File: src/rtl/mem_pkg.sv
// Shared memory request definitions used by the request FIFO and the memory shim.
package mem_pkg;

  localparam int CMD_W   = 2;
  localparam int ADDR_W  = 22;
  localparam int DATA_W  = 64;
  localparam int ENTRY_W = CMD_W + ADDR_W + DATA_W;

  typedef enum logic [CMD_W-1:0] {
    CMD_NOOP    = 2'd0,
    CMD_REFRESH = 2'd1,
    CMD_READ    = 2'd2,
    CMD_WRITE   = 2'd3
  } mem_cmd_e;

  typedef struct packed {
    logic [CMD_W-1:0]  cmd;
    logic [ADDR_W-1:0] addr;
    logic [DATA_W-1:0] dta;
  } mem_req_t;

endpackage

File: src/rtl/mem_fifo_ram.sv
// Simple dual-port storage with a registered, enable-gated read port (block RAM style).
module mem_fifo_ram
  import mem_pkg::*;
#(
  parameter int ADDR_BITS = 4,
  parameter int WIDTH     = ENTRY_W
) (
  input  logic                 clk,
  input  logic                 rst_n,
  input  logic                 wr_en,
  input  logic [ADDR_BITS-1:0] wr_addr,
  input  logic [WIDTH-1:0]     wr_data,
  input  logic                 rd_en,
  input  logic [ADDR_BITS-1:0] rd_addr,
  output logic [WIDTH-1:0]     rd_data
);

  logic [WIDTH-1:0] mem [2**ADDR_BITS];
  logic [WIDTH-1:0] rd_data_reg;

  always_ff @(posedge clk) begin
    if (wr_en) mem[wr_addr] <= wr_data;
  end

  // Output register only loads on a read, so it holds the last popped entry.
  always_ff @(posedge clk) begin
    if (!rst_n)     rd_data_reg <= '0;
    else if (rd_en) rd_data_reg <= mem[rd_addr];
  end

  assign rd_data = rd_data_reg;

endmodule

File: src/rtl/mem_req_fifo.sv
// Request FIFO between the MPEG2 core and the memory shim; pointer, level and flag control.
module mem_req_fifo
  import mem_pkg::*;
#(
  parameter int DEPTH_LOG2 = 4,
  parameter int AF_MARGIN  = 4
) (
  input  logic                  clk,
  input  logic                  rst_n,
  input  logic                  wr_en,
  input  logic [CMD_W-1:0]      wr_cmd,
  input  logic [ADDR_W-1:0]     wr_addr,
  input  logic [DATA_W-1:0]     wr_dta,
  output logic                  wr_full,
  output logic                  wr_almost_full,
  input  logic                  rd_en,
  output logic [CMD_W-1:0]      rd_cmd,
  output logic [ADDR_W-1:0]     rd_addr,
  output logic [DATA_W-1:0]     rd_dta,
  output logic                  rd_valid,
  output logic                  rd_empty,
  output logic [DEPTH_LOG2:0]   level,
  output logic                  overflow
);

  localparam int                  DEPTH      = 2**DEPTH_LOG2;
  localparam logic [DEPTH_LOG2:0] FULL_LEVEL = (DEPTH_LOG2+1)'(DEPTH);
  localparam logic [DEPTH_LOG2:0] AF_LEVEL   = (DEPTH_LOG2+1)'(DEPTH - AF_MARGIN);
  localparam logic [DEPTH_LOG2:0] LVL_ONE    = (DEPTH_LOG2+1)'(1);
  localparam logic [DEPTH_LOG2-1:0] PTR_ONE  = (DEPTH_LOG2)'(1);

  logic [DEPTH_LOG2-1:0] wr_ptr_reg, wr_ptr_next;
  logic [DEPTH_LOG2-1:0] rd_ptr_reg, rd_ptr_next;
  logic [DEPTH_LOG2:0]   level_reg, level_next;
  logic                  full_reg, empty_reg, af_reg;
  logic                  overflow_reg, overflow_next;
  logic                  rd_valid_reg;
  logic                  push, pop;
  mem_req_t              wr_entry, rd_entry;

  // Flags come from the current registered level, so a pop never frees room for a same-cycle push.
  always_comb begin
    push          = wr_en && !full_reg;
    pop           = rd_en && !empty_reg;
    wr_ptr_next   = wr_ptr_reg;
    rd_ptr_next   = rd_ptr_reg;
    level_next    = level_reg;
    overflow_next = overflow_reg || (wr_en && full_reg);
    if (push) wr_ptr_next = wr_ptr_reg + PTR_ONE;
    if (pop)  rd_ptr_next = rd_ptr_reg + PTR_ONE;
    if (push && !pop)      level_next = level_reg + LVL_ONE;
    else if (pop && !push) level_next = level_reg - LVL_ONE;
  end

  always_ff @(posedge clk) begin
    if (!rst_n) begin
      wr_ptr_reg   <= '0;
      rd_ptr_reg   <= '0;
      level_reg    <= '0;
      full_reg     <= 1'b0;
      empty_reg    <= 1'b1;
      af_reg       <= 1'b0;
      overflow_reg <= 1'b0;
      rd_valid_reg <= 1'b0;
    end else begin
      wr_ptr_reg   <= wr_ptr_next;
      rd_ptr_reg   <= rd_ptr_next;
      level_reg    <= level_next;
      full_reg     <= (level_next == FULL_LEVEL);
      empty_reg    <= (level_next == '0);
      af_reg       <= (level_next >= AF_LEVEL);
      overflow_reg <= overflow_next;
      rd_valid_reg <= pop;
    end
  end

  assign wr_entry = '{cmd: wr_cmd, addr: wr_addr, dta: wr_dta};

  mem_fifo_ram #(
    .ADDR_BITS (DEPTH_LOG2),
    .WIDTH     (ENTRY_W)
  ) u_ram (
    .clk     (clk),
    .rst_n   (rst_n),
    .wr_en   (push && rst_n),
    .wr_addr (wr_ptr_reg),
    .wr_data (wr_entry),
    .rd_en   (pop && rst_n),
    .rd_addr (rd_ptr_reg),
    .rd_data (rd_entry)
  );

  assign wr_full        = full_reg;
  assign wr_almost_full = af_reg;
  assign rd_empty       = empty_reg;
  assign level          = level_reg;
  assign overflow       = overflow_reg;
  assign rd_valid       = rd_valid_reg;
  assign rd_cmd         = rd_entry.cmd;
  assign rd_addr        = rd_entry.addr;
  assign rd_dta         = rd_entry.dta;

endmodule
File: config.mk
export PLATFORM = sky130hd
export DESIGN_NAME = mem_req_fifo
export DESIGN_NICKNAME = d
export VERILOG_FILES = /design/src/rtl/mem_pkg.sv /design/src/rtl/mem_fifo_ram.sv /design/src/rtl/mem_req_fifo.sv
export SDC_FILE = /design/constraint.sdc
export NUM_CORES = 2
export LEC_CHECK = 0
export ABC_AREA = 1
export BUFFER_PORTS_ARGS = -buffer_cell sky130_fd_sc_hd__buf_2
export CORE_MARGIN = 4
export CORE_UTILIZATION = 55
export CTS_BUF_LIST = sky130_fd_sc_hd__clkbuf_4
export DETAILED_ROUTE_END_ITERATION = 7
export PLACE_DENSITY = 0.73
export SKIP_LAST_GASP = 1
export SLEW_MARGIN = 20
export SYNTH_ARGS = -nofsm -noshare
export SYNTH_HDL_FRONTEND = slang
export SYNTH_SLANG_ARGS = --single-unit
File: constraint.sdc
create_clock -name clk -period 18.6 [get_ports clk]
set_clock_uncertainty 0.2 [all_clocks]
set_input_delay 5.58 -clock clk [delete_from_list [all_inputs] [get_ports clk]]
set_output_delay 5.58 -clock clk [all_outputs]
set_load 0.02 [all_outputs]
---- Yosys cells after proc, flatten, opt, wreduce, memory -nomap -nowiden ----
Memory sizes are Yosys's and may differ from the RTL's. A register that Yosys moved wholly into a read port is not among the register bits.
Index checks and enable logic that the tools add are counted.
word-level totals
  register bits ........................... 18
  memory bits (writable) .................. 1408
  input port bits ......................... 92
  logic and storage cells ................. 33
  memories ................................ 1
operators by class
  add/subtract/negate cells ............... 4
  magnitude comparators ................... 1
  equality and inequality tests ........... 1
  multiplexer cells ....................... 4
  reduce and logical (&&, ||, !) cells .... 14
memory list
  memory     depth  bits a word  read ports  clocked after Yosys merged registers in  write ports  line                text
  u_ram.mem  16     88           1           1                                        1            mem_fifo_ram.sv:18  logic [WIDTH-1:0] mem [2**ADDR_BITS];
operators by type and width
  operator                                             number
  2-to-1 mux 5 bit                                     2
  adder 4 x 1 -> 4 bit, second input constant          2
  logical AND 1 bit                                    7
  adder 5 x 1 -> 5 bit, second input constant          1
  == test 5 bit, second input constant                 1
  >= comparator 5 x 4 -> 1 bit, second input constant  1
  logical NOT 1 bit                                    5
  logical NOT 5 bit                                    1
  subtractor 5 x 1 -> 5 bit, second input constant     1
  2-to-1 mux 1 bit                                     2
  logical OR 1 bit                                     1

---- Longest topological paths before layout ----
  depth in word-level cells ............... 7
  mapped depth ............................ 13

---- Cells and area by module ----
From an unflattened synthesis, not the netlist that was laid out.
second synthesis, totals
  cell total of the unflattened synthesis .. 5235
  area total of the unflattened synthesis .. 60392.9 um^2
by module, submodules not included
  module        times used  cells an instance  area each (um^2)  seq. area each (um^2)
  mem_fifo_ram  1           5106               59434.5           44042.2
  mem_req_fifo  1           129                958.4             360.3

---- Least setup slack after synthesis ----
No wires, ideal clock.
  path type ............................... input port to flip-flop
  from .................................... input port rst_n
  to ...................................... memory u_ram.mem[11][0] (netlist name) (enable)
  arrival ................................. 9.690 ns
  data required time ...................... 17.865 ns
  slack ................................... 8.175 ns
  cell stages on the path ................. 3
  buffers on the path ..................... 1
  cell sequence ........................... clkbuf_1 > nand3_1 > nor2_1
on the way
  cells in the longest elaborated chain, start to end .. 3
RTL lines
  item                                    line                text
  start: declaration                      mem_req_fifo.sv:9   input logic rst_n,
  logical AND 1 bit                       mem_req_fifo.sv:85  .wr_en (push && rst_n),
  2-to-1 mux 1 bit                        mem_fifo_ram.sv:22  if (wr_en) mem[wr_addr] <= wr_data;
  2-to-1 mux 1 bit (not written as such)  mem_fifo_ram.sv:22
  end: declaration                        mem_fifo_ram.sv:18
Every way passes these cells.

---- Final worst setup path ----
  from .................................... input port rst_n
  to ...................................... memory u_ram.mem[6][8] (netlist name) (enable)
Same word-level chain as after synthesis.

==> impl_metrics.json <==
{
  "syn-cell-area_sq_um": 59900,
  "critPathKind": "in2reg",
  "fin_nets": 5528,
  "hold_path_end": "u_ram.rd_data[56]$_SDFFE_PN0P_",
  "wl_um": 147000,
  "setup_viol": 0,
  "ios": 190,
  "cts-buffers-inserted": 393,
  "synth_fa_ha_area_frac": 0.00146,
  "start_util": 0.556,
  "reg2reg_depth": 11,
  "synth-simple-area-share": 0.220,
  "cp-startpoint": "rst_n",
  "hold_viol_final": 0,
  "dieArea_sq_um": 114000,
  "utilization": 0.617,
  "clk_path_buf_depth": 4,
  "cts-root-buf": "clkbuf_4",
  "viasPerCell": 5.68,
  "synth_top_family_by_area": "simple AND/OR/NAND/NOR gates",
  "first_global_vias": 40000,
  "yosysTopAreaCellShare": 0.706,
  "setup-tns-final_ns": 0,
  "rsz0062_at_grt": "no",
  "cts_tree": "done",
  "dr.pass1.iters": 6,
  "dpl_cell_area_sq_um": 61500,
  "r2r_end": "u_ram.rd_data[84]$_SDFFE_PN0P_",
  "hold_ws_ns": 0.247,
  "track_usage": 0.258,
  "insertion_delay_ns": 1.18,
  "reg2reg_slack_ns": 14.16,
  "critPathArrivalTime_ns": 8.38,
  "required_ns": 19.16,
  "tightestPinTransition_ns": 1.21,
  "route.vias.total": 40400,
  "synth_xor_area_frac": 0.000146,
  "rows": 120,
  "grt_max_degree": 278,
  "slew_headroom": 0.194,
  "syn_area_per_cell_sq_um": 11.7,
  "grt_pass1_wl_um": 227000,
  "synth_mux_area_frac": 0,
  "syn_inst": 5100,
  "hold_depth": 2,
  "cts_setup_buffers": 0,
  "fp.coreArea_sq_um": 108000,
  "period_needed_ns": 7.82,
  "hpwl_um": 75200,
  "ctsResizeCount": 0,
  "ys_ff_latch": 1514,
  "drv_slew": 0,
  "endpoint_kind": "flop",
  "fillers": 8239,
  "cp-start-kind": "primary input",
  "fmax_ghz": 0.128,
  "ir_drop_mv": 0.0607,
  "finalWeightedCongestion": 0.774,
  "drt-initial-drc-count": 4373,
  "cellLeakagePower_nw": 25.2,
  "yosysWarnings": 0,
  "period_share": 0.420,
  "synth_top_cell_by_area": "edfxtp_1",
  "antenna_found_initial": 11,
  "hp-start": "u_ram.rd_data[56]$_SDFFE_PN0P_",
  "cp_max_fo": 41,
  "layout-drive-gt1-share": 0.152,
  "outcome": "finished clean",
  "h-tree-depth": 5,
  "synth.area.top_cells": "edfxtp_1 (71%), nand2_1 (13%), nand3_1 (8.4%), dfxtp_1 (3.5%), buf_2 (1.2%)",
  "largest_reg_flops": 1408,
  "synthDistinctLibCells": 29,
  "layout.cells.most_common": "nand2_1",
  "clkSinkCount": 1514,
  "area_growth_syn_to_layout_pct": 11.0,
  "synth_compound_area_frac": 0.00713,
  "post-route-drc-count": 0,
  "cts_hold_buf": 0,
  "reg2reg_from": "rd_ptr_reg[0]$_SDFFE_PN0P_",
  "fp.dieW_um": 338,
  "final_cell_mix": "nand2_1 (2078), edfxtp_1 (1408), nand3_1 (1008)",
  "wl_per_cell_um": 20.7,
  "hp-class": "reg2reg",
  "ant_nets": 0,
  "ys_seq_area_frac": 0.742,
  "fp.dieH_um": 338,
  "p_per_area_nw_per_um2": 114,
  "path_clk_slew_ns": 0.07,
  "grt_remaining_overflow": 0,
  "synth_nets": 5199,
  "maxCapViolations": 0,
  "io_buffer_count": 189,
  "report.power.total_w": 0.00755,
  "fin_area_sq_um": 66500
}
## cell type report
| cell class | instances | area, sq um | share of cell area |
|---|---|---|---|
| Timing Repair Buffer | 245 | 1400 | 0.0211 |
| Multi-Input combinational cell | 3249 | 13800 | 0.208 |
| Tap cell | 1403 | 1760 | 0.0264 |
| Antenna cell | 13 | 32.5 | 0.000489 |
| Clock buffer | 568 | 4260 | 0.0642 |
| Sequential cell | 1514 | 44400 | 0.668 |
| Inverter | 26 | 134 | 0.00201 |
| Clock inverter | 105 | 649 | 0.00977 |
## power breakdown
part | total, W | switching [W] | internal, W | leakage, nW
logic | 0.000938 | 0.000689 | 0.000250 | 8.74
registers | 0.00382 | 0.0000406 | 0.00377 | 13.6
clock network | 0.00280 | 0.00129 | 0.00151 | 2.90
total | 0.00755 | 0.00202 | 0.00553 | 25.2
## metal layers
metal	vias to the layer above	wire length (um)	track usage
li1	18700	-	-
met1	19400	58600	0.344
met2	2077	70600	0.418
met3	289	14000	0.0531
met4	4	4280	0.104
met5	-	21	0
## worst max-delay path, stage by stage
cell     delay (ns)
buf_2          0.24
nand3_1        0.37
nor2_4         0.76
buf_4          0.60
buf_4          0.73
## stage by stage
stage	setup WS [ns]	std cells
4_1_cts	10.84	7110
6_report	10.78	7123
5_1_grt	10.76	7118
2_1_floorplan	8.17	5100
3_5_place_dp	9.64	6437
3_3_place_gp	9.75	6437
## Yosys cell counts (all sizes together)
master	n
buf	240
nand4	1
nor4	1
dfxtp	106
a31oi	1
xor2	1
inv	26
nand2	2078
nor2	61
clkbuf	71
a21oi	34
nand3b	1
o21ai	35
ha	7
o22ai	12
nand3	1008
edfxtp	1408
nor3	8
or2	1
## how the worst max path moves through the flow
stage	slack, ns	cells after the start	end
4_1_cts	10.84	1	wr_full
6_report	10.78	5	u_ram.mem[6][8]$_DFFE_PP_
3_3_place_gp	9.75	5	u_ram.mem[6][10]$_DFFE_PP_
2_1_floorplan	8.17	3	u_ram.mem[11][0]$_DFFE_PP_
5_1_grt	10.76	5	u_ram.mem[6][8]$_DFFE_PP_
3_5_place_dp	9.64	5	u_ram.mem[6][10]$_DFFE_PP_
## cell families (layout without fill, tap and decap cells)
kind of cell             Yosys count  after routing
flip-flops                      1514           1514
other                              0             13
XOR/XNOR                           1              1
AND/OR/NAND/NOR                 3159           3159
adder cells (fa/ha/maj)            7              7
AO/OA/AOI/OAI                     82             82
buffers and inverters            337            944
Note: power is estimated with default switching activity, not from simulation.
